### config.mk
export PLATFORM = sky130hd
export DESIGN_NAME = uart_rx_ctrl
export DESIGN_NICKNAME = d
export VERILOG_FILES = /design/src/rtl/uart_rx_ctrl.sv
export SDC_FILE = /design/constraint.sdc
export NUM_CORES = 1
export LEC_CHECK = 0
export CORE_MARGIN = 2
export CORE_UTILIZATION = 45
export CTS_CLUSTER_SIZE = 10
export DETAILED_ROUTE_END_ITERATION = 12
export PLACE_DENSITY = 0.73
export SYNTH_ARGS = -nofsm -noshare
export SYNTH_HDL_FRONTEND = slang
export SYNTH_SLANG_ARGS = --single-unit
### constraint.sdc
create_clock -name clk -period 2.75 [get_ports clk]
set_input_delay 0.275 -clock clk [delete_from_list [all_inputs] [get_ports clk]]
set_output_delay 0.275 -clock clk [all_outputs]
set_load 0.02 [all_outputs]
### src/rtl/uart_rx_ctrl.sv
// UART receive core: synchroniser, 3-sample majority vote, deserialiser and
// start/parity/stop checking. Frame format is captured at the start edge and
// held for the whole frame.
`timescale 1ns/1ps
module uart_rx_ctrl #(
  parameter int DATA_WIDTH = 8,
  parameter int PRESCALE_W = 6
) (
  input  logic                  clk,
  input  logic                  rst,
  input  logic                  rx_in,
  input  logic [PRESCALE_W-1:0] prescale,
  input  logic                  par_en,
  input  logic                  par_type,
  input  logic                  stop_bits2,
  output logic [DATA_WIDTH-1:0] p_data,
  output logic                  data_valid,
  output logic                  par_err,
  output logic                  stop_err,
  output logic                  start_glitch,
  output logic                  busy
);

  localparam int BCW = $clog2(DATA_WIDTH + 1);
  localparam logic [BCW-1:0] LAST_BIT = BCW'(DATA_WIDTH - 1);

  typedef enum logic [2:0] {
    S_IDLE   = 3'd0,
    S_START  = 3'd1,
    S_DATA   = 3'd2,
    S_PARITY = 3'd3,
    S_STOP   = 3'd4
  } state_t;

  // Current FSM state; kept as a named enum so checkers can bind to it.
  state_t state;

  logic                  rx_meta;
  logic                  rx_s;
  logic [PRESCALE_W-1:0] edge_cnt;
  logic [PRESCALE_W-1:0] p_lat;
  logic                  pen_l;
  logic                  ptype_l;
  logic                  st2_l;
  logic [BCW-1:0]        bit_cnt;
  logic [DATA_WIDTH-1:0] shreg;
  logic                  s0;
  logic                  s1;
  logic                  vote_r;
  logic                  frame_bad;
  logic                  stop_second;

  logic [PRESCALE_W-1:0] presc_even;
  logic [PRESCALE_W-1:0] presc_norm;
  logic [PRESCALE_W-1:0] half;
  logic [PRESCALE_W-1:0] cnt_s0;
  logic [PRESCALE_W-1:0] cnt_s1;
  logic [PRESCALE_W-1:0] cnt_dec;
  logic [PRESCALE_W-1:0] cnt_d;
  logic [PRESCALE_W-1:0] cnt_end;
  logic                  vote_now;
  logic                  last_stop;

  // Prescale is forced even and clamped to a minimum of 8 before latching.
  assign presc_even = prescale & ~PRESCALE_W'(1);
  assign presc_norm = (presc_even < PRESCALE_W'(8)) ? PRESCALE_W'(8) : presc_even;

  // Sample points h-1, h, h+1. The vote is formed in the h+1 cycle from the
  // two stored samples plus the live third one, so its registered effects
  // (pulses, shift, p_data) become visible exactly at the decision point h+2.
  assign half     = {1'b0, p_lat[PRESCALE_W-1:1]};
  assign cnt_s0   = half - PRESCALE_W'(1);
  assign cnt_s1   = half;
  assign cnt_dec  = half + PRESCALE_W'(1);
  assign cnt_d    = half + PRESCALE_W'(2);
  assign cnt_end  = p_lat - PRESCALE_W'(1);
  assign vote_now = (s0 & s1) | (s0 & rx_s) | (s1 & rx_s);
  assign last_stop = !st2_l || stop_second;

  assign busy = (state != S_IDLE);

  // Two-flop synchroniser on the raw line; resets to the idle (high) level.
  always_ff @(posedge clk or negedge rst) begin
    if (!rst) begin
      rx_meta <= 1'b1;
      rx_s    <= 1'b1;
    end else begin
      rx_meta <= rx_in;
      rx_s    <= rx_meta;
    end
  end

  // Receive FSM with edge/bit counters, voting, deserialiser and checkers.
  always_ff @(posedge clk or negedge rst) begin
    if (!rst) begin
      state        <= S_IDLE;
      edge_cnt     <= '0;
      p_lat        <= '0;
      pen_l        <= 1'b0;
      ptype_l      <= 1'b0;
      st2_l        <= 1'b0;
      bit_cnt      <= '0;
      shreg        <= '0;
      s0           <= 1'b0;
      s1           <= 1'b0;
      vote_r       <= 1'b0;
      frame_bad    <= 1'b0;
      stop_second  <= 1'b0;
      p_data       <= '0;
      data_valid   <= 1'b0;
      par_err      <= 1'b0;
      stop_err     <= 1'b0;
      start_glitch <= 1'b0;
    end else begin
      data_valid   <= 1'b0;
      par_err      <= 1'b0;
      stop_err     <= 1'b0;
      start_glitch <= 1'b0;

      if (state != S_IDLE) begin
        if (edge_cnt == cnt_end) edge_cnt <= '0;
        else                     edge_cnt <= edge_cnt + PRESCALE_W'(1);
        if (edge_cnt == cnt_s0)  s0 <= rx_s;
        if (edge_cnt == cnt_s1)  s1 <= rx_s;
        if (edge_cnt == cnt_dec) vote_r <= vote_now;
      end

      case (state)
        S_IDLE: begin
          if (!rx_s) begin
            state       <= S_START;
            edge_cnt    <= '0;
            bit_cnt     <= '0;
            frame_bad   <= 1'b0;
            stop_second <= 1'b0;
            p_lat       <= presc_norm;
            pen_l       <= par_en;
            ptype_l     <= par_type;
            st2_l       <= stop_bits2;
          end
        end

        S_START: begin
          if (edge_cnt == cnt_dec && vote_now) start_glitch <= 1'b1;
          if (edge_cnt == cnt_d && vote_r) begin
            state    <= S_IDLE;
            edge_cnt <= '0;
          end else if (edge_cnt == cnt_end) begin
            state <= S_DATA;
          end
        end

        S_DATA: begin
          if (edge_cnt == cnt_dec) shreg <= {vote_now, shreg[DATA_WIDTH-1:1]};
          if (edge_cnt == cnt_end) begin
            if (bit_cnt == LAST_BIT) state <= pen_l ? S_PARITY : S_STOP;
            else                     bit_cnt <= bit_cnt + BCW'(1);
          end
        end

        S_PARITY: begin
          // Even: any odd total is an error; odd: any even total is an error.
          if (edge_cnt == cnt_dec && ((^shreg) ^ vote_now ^ ptype_l)) begin
            par_err   <= 1'b1;
            frame_bad <= 1'b1;
          end
          if (edge_cnt == cnt_end) state <= S_STOP;
        end

        S_STOP: begin
          if (edge_cnt == cnt_dec) begin
            if (!vote_now) begin
              stop_err <= 1'b1;
            end else if (last_stop && !frame_bad) begin
              data_valid <= 1'b1;
              p_data     <= shreg;
            end
          end
          // Leave right after the decision so a following start edge in the
          // second half of the stop bit is not missed.
          if (edge_cnt == cnt_d && (!vote_r || last_stop)) begin
            state    <= S_IDLE;
            edge_cnt <= '0;
          end
          if (edge_cnt == cnt_end) stop_second <= 1'b1;
        end

        default: begin
          state    <= S_IDLE;
          edge_cnt <= '0;
        end
      endcase
    end
  end

endmodule

### Yosys cells after proc, flatten, opt, wreduce, memory -nomap -nowiden

Cells that the tools add are included.

| cells by class | value |
|---|---|
| add/sub/neg operators | 6 |
| multipliers | 0 |
| div/mod/pow operators | 0 |
| magnitude comparators | 1 |
| equal/unequal tests | 19 |
| shifts and indexed selects | 0 |
| muxes and demuxes | 36 |
| bitwise gates (word level) | 8 |
| reductions and logical operators | 27 |

Operators by type and width:

| cell | count |
|---|---|
| 6-bit two-way mux | 6 |
| 6-bit == test | 4 |
| 3-bit two-way mux | 8 |
| 6-bit case mux with 4 select lines | 1 |
| 2-bit inequality test, second input constant | 8 |
| 3-bit case mux with 5 select lines | 1 |
| 1-bit two-way mux | 14 |
| 4-bit two-way mux | 3 |
| 2-bit AND reduction | 5 |
| 4-bit case mux with 2 select lines | 1 |
| 4-bit AND reduction | 2 |
| 8-bit parity | 1 |
| 5-bit by 1-bit adder with 6-bit output, second input constant | 1 |
| 5-bit by 2-bit adder with 6-bit output, second input constant | 1 |
| 6-bit by 1-bit adder with 6-bit output, second input constant | 1 |
| 3-bit by 2-bit == test with 1-bit output, second input constant | 2 |
| 6-bit by 5-bit == test with 1-bit output | 1 |
| 6-bit by 4-bit less-than comparator with 1-bit output, second input constant | 1 |
| 3-bit AND reduction | 2 |
| 6-bit AND reduction | 1 |
| 2-bit nonzero test | 3 |
| 5-bit by 1-bit subtractor with 6-bit output, second input constant | 1 |
| 6-bit by 1-bit subtractor with 6-bit output, second input constant | 1 |
| 1-bit logical AND | 5 |
| other kinds (15) | 23 |

| word-level totals | value |
|---|---|
| bits in registers | 49 |
| bits in latches | 0 |
| RAM bits | 0 |
| ROM bits | 0 |
| input port bits | 12 |
| word-level logic and storage cells | 117 |
| memories kept | 0 |

### Longest topological paths before layout

Gate-level depths: netlist of the first run.

| depth | value |
|---|---|
| depth after elaboration | 8 |
| gate-level depth with buffers | 10 |
| gate-level depth less buffers | 8 |

### Worst setup path before layout of the first run

OpenSTA, ideal clock, no wires.

| timing | value |
|---|---|
| path kind | flip-flop to flip-flop |
| from | register p_lat[3] |
| to | register bit_cnt[3] |
| arrival time | 2404 ps |
| path slack | 268 ps |
| stages on the path, launching flop included | 11 |
| path buffers | 2 |
| period minus slack after synthesis | 2482 ps |
| cells stage by stage | dfrtp_1 buf_2 inv_1 ha_1 a21boi_1 xnor3_1 and4_1 clkbuf_1 nand2_2 or4_1 a21oi_1 |

| on the way | value |
|---|---|
| longest elaborated chain between the ends | 4 |

RTL lines:

| element | line | text |
|---|---|---|
| from (decl) | 41 | `logic [PRESCALE_W-1:0] p_lat;` |
| from (signal assigned) | 136 | `p_lat <= presc_norm;` |
| 6-bit by 1-bit subtractor with 6-bit output | 76 | `assign cnt_end = p_lat - PRESCALE_W'(1);` |
| 6-bit == test | 155 | `if (edge_cnt == cnt_end) begin` |
| 2-bit inequality test (no line) | -- |  |
| 4-bit AND reduction (no line) | -- |  |
| to (signal assigned) | 157 | `else bit_cnt <= bit_cnt + BCW'(1);` |
| to (decl) | 45 | `logic [BCW-1:0] bit_cnt;` |

No other way between the ends.
A chain may end at the register's enable or synchronous reset.

### Worst setup path after layout of the first run

| timing | value |
|---|---|
| from | register p_lat[2] |
| to | register p_data[6] |

| on the way | value |
|---|---|
| longest elaborated chain between the ends | 3 |

RTL lines:

| element | line | text |
|---|---|---|
| 5-bit by 1-bit adder with 6-bit output | 74 | `assign cnt_dec = half + PRESCALE_W'(1);` |
| 6-bit == test | 171 | `if (edge_cnt == cnt_dec) begin` |
| 4-bit AND reduction (no line) | -- |  |
| to (signal assigned) | 176 | `p_data <= shreg;` |
| to (decl) | 16 | `output logic [DATA_WIDTH-1:0] p_data,` |

No other way between the ends.

==> out/qor.yml, run 1 <==
status: "completed"
synth_top_family_by_area: "simple AND/OR/NAND/NOR gates"
synth_edf_count: 0
drtPass1Iterations: 4
areaGrowthSynthToFinish_pct: 17.8
fin_skew_ns: 0.00828
synth-adder-area-share: 0.0359
rows: 28
worstPathRequired_ns: 2.95
wl_per_cell_um: 14.8
slew_viol_final: 0
fillers: 521
crit_slowest_cell: "dfrtp_1"
synthMuxAreaShare: 0.0926
fin_nets: 313
place_area_um2: 3100
synth-simple-area-share: 0.164
initial_core_util: 0.461
ys_types: 56
n_antenna_cell: 0
netlist_area_um2: 2720
critPathMaxStageDelay_ns: 0.45
fmax_mhz: 384
p_int_mw: 1.75
leakagePower_nw: 1.43
powerDensity_nw_per_um2: 938
path_class: "reg -> reg"
sequentialPowerShare: 0.360
worstMarginPinSlew_ns: 1.04
synth_top_area_cell: "dfrtp_1"
grtUsageTotal: 0.182
grt_max_degree: 48
grt_pass1_wl_um: 9360
mostFrequentLayoutCells: "dfrtp_1, nand2_1, clkdlybuf4s50_1, mux2_2"
rsz0062_at_grt: "no"
wirelength_um: 5460
vdd_drop_max_mv: 0.441
yosysWarningCount: 0
switching_power_mw: 1.25
hold_buffers: 0
via_per_inst: 5.53
arrival_ns: 2.80
multiInputGateArea_um2: 1430
startpoint_type: "register"
antenna_found_initial: 0
clk_pin_slew_ns: 0.09
clkPwrFrac: 0.149
fin_area_um2: 3200
ff_latch_area_um2: 1200
grt-ovfl-total: 0
cts_resized: 0
path_max_fanout: 8
die_width_um: 81.7
timing.setup.tns_ns: 0
layout_commonest_cell: "dfrtp_1"
first_global_vias: 1955
cp_cell_sequence: "ha_1, o21ba_1, a221oi_2, o311ai_1, a211o_1, nor3_4, buf_12, mux2_2"
clock-root-buffer: "clkbuf_8"
relSlewSlack: 0.309
synth_compound_area_frac: 0.132
place_congestion: 0.848
ys_seq_elements: 48
finalSetupViolCount: 0
cts_setup_buffers: 0
hold_path_class: "in -> async"
maxCapViolCount: 0
die_h_um: 81.7
clk_path_buf_depth: 2
clock_sinks: 48
synth_seq_area_share: 0.443
end_kind: "register"
synth-main-ff-cell: "dfrtp_1"
synth_xor_area_frac: 0.101
drc: 0
async_reset_ff_frac: 1.00
comb_power_share: 0.491
switching_share: 0.416
ant_nets: 0
fin_crit_ns: 2.60
hpwl_um: 4020
hold_viol: 0
numCtsBuffers: 5
fin_util: 0.543
clk_latency_ns: 0.30
core_um2: 5890
die_area_um2: 6670
postSynthCellCount: 262
vias: 2047
drt_iter0_drc: 192
yosysTopAreaCellShare: 0.424
syn_area_per_cell_um2: 10.4
place_inst: 362
ctsHtreeMaxLevel: 2
p_total_mw: 3.00
fin_crit_sh: 0.947
synth_fp_nets: 281
worst_slack_ns: 0.146
yosys-top-cells-area: "dfrtp_1, mux2_2, xnor2_1"
dp_slack_ns: 0.153
ioPinCount: 25
final_cells: 370
port_buffers: 23
cts_tree: "built"
drive_gt1_frac: 0.193
holdWs_ns: 0.156
cells in the mapped netlist, drive strengths merged, types with 5 or more instances:
master and count:
dfrtp 46, nand2 26, mux2 22, nor2 15
xnor2 14, xor2 14, o21ai 11, a21oi 10
nand3 10, buf 7, ha 7, nor3 7
clkbuf 6, inv 6, o31ai 5
sequential cells by signal, summed over array words and instances (netlist names), 3 cells and up:
name	count
edge_cnt	6
p_lat	5
state	3
p_data	8
bit_cnt	4
shreg	8
layout make-up:
type	instances	share of cell area
Clock buffer	6	0.0258
Clock inverter	2	0.00430
Inverter	7	0.00822
Multi-Input combinational cell	194	0.446
Sequential cell	48	0.376
Tap cell	75	0.0293
Timing Repair Buffer	38	0.110
layer usage:
metal | vias up | share of wire | global-route usage
met4 | 0 | 0.015 | 0.0500
met5 | - | 0 | 0
met1 | 1004 | 0.48 | 0.263
li1 | 996 | - | -
met3 | 8 | 0.041 | 0.0374
met2 | 39 | 0.47 | 0.280
critical path, delay by kind of cell, from the launching register on:
family          cells  cell delay [ns]
fa+ha+maj           1             0.30
compound gates      4             1.04
mux                 1             0.33
simple gates        1             0.23
buf+inv             1             0.15
flops               1             0.45
power by group through the flow:
stage                     sequential, mW  combinational (mW)  clock, mW
after global placement              1.09                1.44          0
after floorplan                    0.965                1.22          0
final                               1.08                1.47      0.446
after global routing                1.11                1.63      0.485
after CTS                           1.08                1.47      0.459
after detailed placement            1.09                1.46          0
final timing paths:
check | cells past startpoint | startpoint | endpoint | slack, ns
max | 8 | p_lat[2]$_DFFE_PN0P_ | p_data[6]$_DFFE_PN0P_ | 0.15
min | 1 | rst | p_data[0]$_DFFE_PN0P_ | 0.16
max reg2reg | 8 | p_lat[2]$_DFFE_PN0P_ | p_data[6]$_DFFE_PN0P_ | 0.15
min reg2reg | 0 | rx_meta$_DFF_PN1_ | rx_s$_DFF_PN1_ | 0.36
max in group asynchronous | 2 | rst | rx_s$_DFF_PN1_ | 1.88
min in group clk | 0 | rx_meta$_DFF_PN1_ | rx_s$_DFF_PN1_ | 0.36
logic make-up after synthesis:
group,count (synthesis)
AOI/OAI and AO/OA,51
xor gates and xnor gates,29
adders and majority gates,8
buffers and inverters,20
DFF,48
muxes,22
and+or+nand+nor,84
Power figures use the tool's default switching activity.
==> run 2: changes to the inputs <==
--- a/config.mk
+++ b/config.mk
@@ -9,7 +9,6 @@
 export CORE_UTILIZATION = 45
 export CTS_CLUSTER_SIZE = 10
 export DETAILED_ROUTE_END_ITERATION = 12
-export PLACE_DENSITY = 0.73
 export SYNTH_ARGS = -nofsm -noshare
 export SYNTH_HDL_FRONTEND = slang
 export SYNTH_SLANG_ARGS = --single-unit
==> out/qor.yml, run 2 (synthesized netlist as in run 1, its figures left out) <==
vias: 2007
n_antenna_cell: 0
hpwl_um: 4220
via_per_inst: 5.41
fmax_mhz: 389
drive_gt1_frac: 0.196
grt-ovfl-total: 0
worstPathRequired_ns: 2.95
clock-root-buffer: "clkbuf_8"
drt_iter0_drc: 155
relSlewSlack: 0.638
powerDensity_nw_per_um2: 987
final_cells: 371
drc: 0
clk_latency_ns: 0.31
fin_crit_sh: 0.935
drtPass1Iterations: 4
initial_core_util: 0.461
fillers: 536
path_max_fanout: 5
startpoint_type: "register"
end_kind: "register"
place_inst: 362
rows: 28
critPathMaxStageDelay_ns: 0.45
wl_per_cell_um: 15.2
critical_path_buf_inv_count: 1
fin_crit_ns: 2.57
mostFrequentLayoutCells: "dfrtp_1, nand2_1, clkdlybuf4s50_1, mux2_2"
slew_viol_final: 0
fin_nets: 314
grt_max_degree: 27
path_class: "reg -> reg"
die_width_um: 81.7
core_um2: 5890
grt_pass1_wl_um: 9630
numCtsBuffers: 5
timing.setup.tns_ns: 0
clk_path_buf_depth: 2
hold_path_class: "reg -> reg"
wirelength_um: 5630
grtUsageTotal: 0.191
clock_sinks: 48
die_h_um: 81.7
top_regs: "p_data (8), shreg (8), edge_cnt (6)"
vdd_drop_max_mv: 0.516
cp_cell_sequence: "ha_1, o21ba_1, a221oi_2, buf_4, o211ai_1, o31a_1, a211o_1, mux2_4"
arrival_ns: 2.77
antenna_found_initial: 0
place_congestion: 0.913
status: "completed"
areaGrowthSynthToFinish_pct: 20.2
clk_pin_slew_ns: 0.09
die_area_um2: 6670
ff_latch_area_um2: 1200
layout_commonest_cell: "dfrtp_1"
ant_nets: 0
ioPinCount: 25
path_delay_family: "compound AO/OA/AOI/OAI gates"
cts_setup_buffers: 0
crit_slowest_cell: "dfrtp_2"
maxCapViolCount: 0
finalSetupViolCount: 0
rsz0062_at_grt: "no"
cts_tree: "built"
hold_viol: 0
leakagePower_nw: 1.45
port_buffers: 23
ctsHtreeMaxLevel: 2
worstMarginPinSlew_ns: 0.540
first_global_vias: 1893
multiInputGateArea_um2: 1430
fin_skew_ns: 0.00890
-- run 2: final cells by class --
| class | instances | share of cell area |
|---|---|---|
| multi-input combinational | 194 | 0.438 |
| sequential | 48 | 0.369 |
| timing repair buffer | 39 | 0.114 |
| tap | 75 | 0.0288 |
| clock buffer | 5 | 0.0211 |
| clock inverter | 3 | 0.0211 |
| inverter | 7 | 0.00805 |
-- run 2: repair_timing --
action / in CTS / in global routing
endpoints found under the setup margin: 0 / 1
hold endpoints to repair: 20 / 0
hold buffers: 1 / 0
resized for setup: 0 / 1
-- run 2: final timing paths --
check / startpoint / to / slack, ns / depth (start not counted)
worst max register to register: p_lat[2]$_DFFE_PN0P_ / state[0]$_DFFE_PN0P_ / 0.18 / 8
max in group asynchronous: rst / stop_second$_DFFE_PN0P_ / 1.55 / 3
worst max-delay path: p_lat[2]$_DFFE_PN0P_ / state[0]$_DFFE_PN0P_ / 0.18 / 8
worst min register to register: rx_meta$_DFF_PN1_ / rx_s$_DFF_PN1_ / 0.36 / 0
worst min-delay path: rx_meta$_DFF_PN1_ / rx_s$_DFF_PN1_ / 0.36 / 0
min in group asynchronous: rst / p_lat[4]$_DFFE_PN0P_ / 0.47 / 2
-- run 2: report_power, final --
part / internal, mW / total (mW) / leakage [nW] / switching, mW
Combinational: 0.717 / 1.52 / 0.753 / 0.806
Sequential: 0.858 / 1.08 / 0.628 / 0.217
Clock: 0.366 / 0.623 / 0.0687 / 0.256
-- run 2: layer usage --
layer  wire length [µm]  track usage  vias up
met5                  0            0        -
met4                 70       0.0600        0
met3                170       0.0330        5
met2               2330        0.254       31
met1               3060        0.308      973
li1                   -            -      998
-- run 2: through the flow --
stage	setup slack (ns)	cell area [µm²]	total power, mW	util	hold slack, ns
after floorplan	0.268	2720	2.19	-	-0.0206
after global placement	0.189	3110	2.60	0.529	0.285
after CTS	0.160	3260	3.23	0.554	0.361
after global routing	0.0238	3260	3.47	0.554	0.362
after detailed placement	0.175	3110	2.60	0.529	0.290
final	0.180	3260	3.22	0.554	0.360
==> run 3: changes to the inputs <==
--- a/config.mk
+++ b/config.mk
@@ -9,6 +9,8 @@
 export CORE_UTILIZATION = 45
 export CTS_CLUSTER_SIZE = 10
 export DETAILED_ROUTE_END_ITERATION = 12
+export PLACE_DENSITY = 0.68
+export SETUP_SLACK_MARGIN = 0.5
 export SYNTH_ARGS = -nofsm -noshare
 export SYNTH_HDL_FRONTEND = slang
 export SYNTH_SLANG_ARGS = --single-unit
==> out/qor.yml, run 3 (synthesized netlist as in run 1, its figures left out) <==
status: "completed"
wl_per_cell_um: 15.6
fin_util: 0.587
layout_commonest_cell: "dfrtp_1"
hold_path_class: "in -> async"
fin_nets: 321
ctsHtreeMaxLevel: 2
wirelength_um: 5910
core_um2: 5890
fillers: 486
leakagePower_nw: 1.50
clkPwrFrac: 0.156
worstPathRequired_ns: 2.93
critPathMaxStageDelay_ns: 0.45
end_kind: "register"
die_width_um: 81.7
sequentialPowerShare: 0.309
grtUsageTotal: 0.193
r2r_start: "p_lat[2]$_DFFE_PN0P_"
clk_path_buf_depth: 2
path_class: "reg -> reg"
numCtsBuffers: 5
grt-ovfl-total: 0
clock-root-buffer: "clkbuf_8"
fmax_mhz: 409
place_congestion: 0.927
hold_buffers: 0
clk_latency_ns: 0.30
first_global_vias: 2056
timing.setup.tns_ns: 0
die_area_um2: 6670
ioPinCount: 25
arrival_ns: 2.63
crit_slowest_cell: "dfrtp_2"
grt_max_degree: 48
switching_power_mw: 1.46
path_max_fanout: 8
drive_gt1_frac: 0.284
r2r_slack_ns: 0.31
via_per_inst: 5.66
top_regs: "p_data (8), shreg (8), edge_cnt (6)"
antenna_found_initial: 0
fin_skew_ns: 0.00978
slew_viol_final: 0
rr_worst_depth: 9
relSlewSlack: 0.298
hpwl_um: 4010
fin_crit_sh: 0.888
ff_latch_area_um2: 1210
worstMarginPinSlew_ns: 1.05
multiInputGateArea_um2: 1570
die_h_um: 81.7
clk_pin_slew_ns: 0.09
powerDensity_nw_per_um2: 1040
vdd_drop_max_mv: 0.501
hold_viol: 0
drc: 0
grt_pass1_wl_um: 9900
rows: 28
drt_iter0_drc: 179
n_antenna_cell: 0
mostFrequentLayoutCells: "dfrtp_1, nand2_1, mux2_2, clkdlybuf4s50_1, buf_4"
vias: 2141
ant_nets: 0
rsz0062_at_grt: "yes"
startpoint_type: "register"
r2r_end: "shreg[0]$_DFFE_PN0P_"
areaGrowthSynthToFinish_pct: 27.2
cts_tree: "built"
switching_share: 0.408
port_buffers: 23
comb_power_share: 0.535
p_int_mw: 2.11
initial_core_util: 0.461
finalSetupViolCount: 0
cp_cell_sequence: "inv_2, ha_4, xor2_1, a211oi_2, o311ai_1, a211o_2, nor3_4, buf_12, mux2_2"
clock_sinks: 48
maxCapViolCount: 0
drtPass1Iterations: 4
fin_crit_ns: 2.44
==> run 3: cell types whose count changed in the layout (fill, tap and decap cells not counted), moves of 2 or more <==
cell	previous run	this run
inv_2	0	3
a21oi_1	10	7
buf_6	0	2
clkbuf_8	5	7
buf_4	13	19
a21oi_2	0	3
inv_1	6	3
ha_4	0	2
ha_1	7	5
==> run 3: metal layers <==
layer / track usage / up-vias / part of all wire
li1: - / 1013 / -
met1: 0.265 / 1060 / 0.43
met2: 0.322 / 64 / 0.51
met3: 0.0297 / 4 / 0.050
met4: 0.0517 / 0 / 0.0081
met5: 0 / - / 0
==> run 3: area by class of cell <==
class	instances	area share
repair buffers	46	0.124
clock inverters	1	0.00870
well taps	75	0.0272
flip-flops and latches	48	0.349
multi-input cells	194	0.454
clock buffers	7	0.0279
inverters	7	0.00833
==> run 3: worst max path at each step <==
| stage | from | to | slack [ns] | cells past startpoint |
|---|---|---|---|---|
| floorplan | p_lat[2]$_DFFE_PN0P_ | shreg[0]$_DFFE_PN0P_ | 0.42 | 7 |
| global placement | p_lat[2]$_DFFE_PN0P_ | shreg[0]$_DFFE_PN0P_ | 0.20 | 8 |
| detailed placement | p_lat[2]$_DFFE_PN0P_ | shreg[0]$_DFFE_PN0P_ | 0.17 | 8 |
| CTS | p_lat[2]$_DFFE_PN0P_ | shreg[0]$_DFFE_PN0P_ | 0.26 | 9 |
| global route | p_lat[2]$_DFFE_PN0P_ | shreg[0]$_DFFE_PN0P_ | 0.21 | 9 |
| finish | p_lat[2]$_DFFE_PN0P_ | shreg[0]$_DFFE_PN0P_ | 0.31 | 9 |
==> run 3: critical path, delay by kind of cell, from the launching register on <==
family / cells / cell delay [ns]
DFF: 1 / 0.45
xor gates and xnor gates: 1 / 0.17
buffers and inverters: 2 / 0.27
AOI/OAI and AO/OA: 3 / 0.70
adders and majority gates: 1 / 0.22
and+or+nand+nor: 1 / 0.17
muxes: 1 / 0.33
==> run 3: what timing repair did <==
action	in CTS	in global routing
buffers inserted	10	2
hold endpoints to repair	0	0
pin swaps	6	12
resized for setup	17	13
endpoints found under the setup margin	33	30
==> run 3: metrics by stage <==
| stage | power [mW] | hold slack, ns | instances | area, µm² | setup slack (ns) |
|---|---|---|---|---|---|
| final | 3.57 | 0.138 | 378 | 3450 | 0.307 |
| after global routing | 3.83 | 0.252 | 378 | 3450 | 0.214 |
| after CTS | 3.41 | 0.197 | 376 | 3380 | 0.258 |
| after detailed placement | 2.56 | 0.348 | 358 | 3100 | 0.172 |
| after global placement | 2.53 | 0.347 | 358 | 3100 | 0.195 |
| after floorplan | 2.23 | -0.0206 | 262 | 2740 | 0.415 |
==> run 3: power by group through the flow <==
stage               clock [mW]  combinational, mW  sequential [mW]
finish                   0.558               1.91             1.10
global route             0.603               2.10             1.13
CTS                      0.572               1.74             1.09
detailed placement           0               1.46             1.11
global placement             0               1.42             1.10
floorplan                    0               1.26            0.968
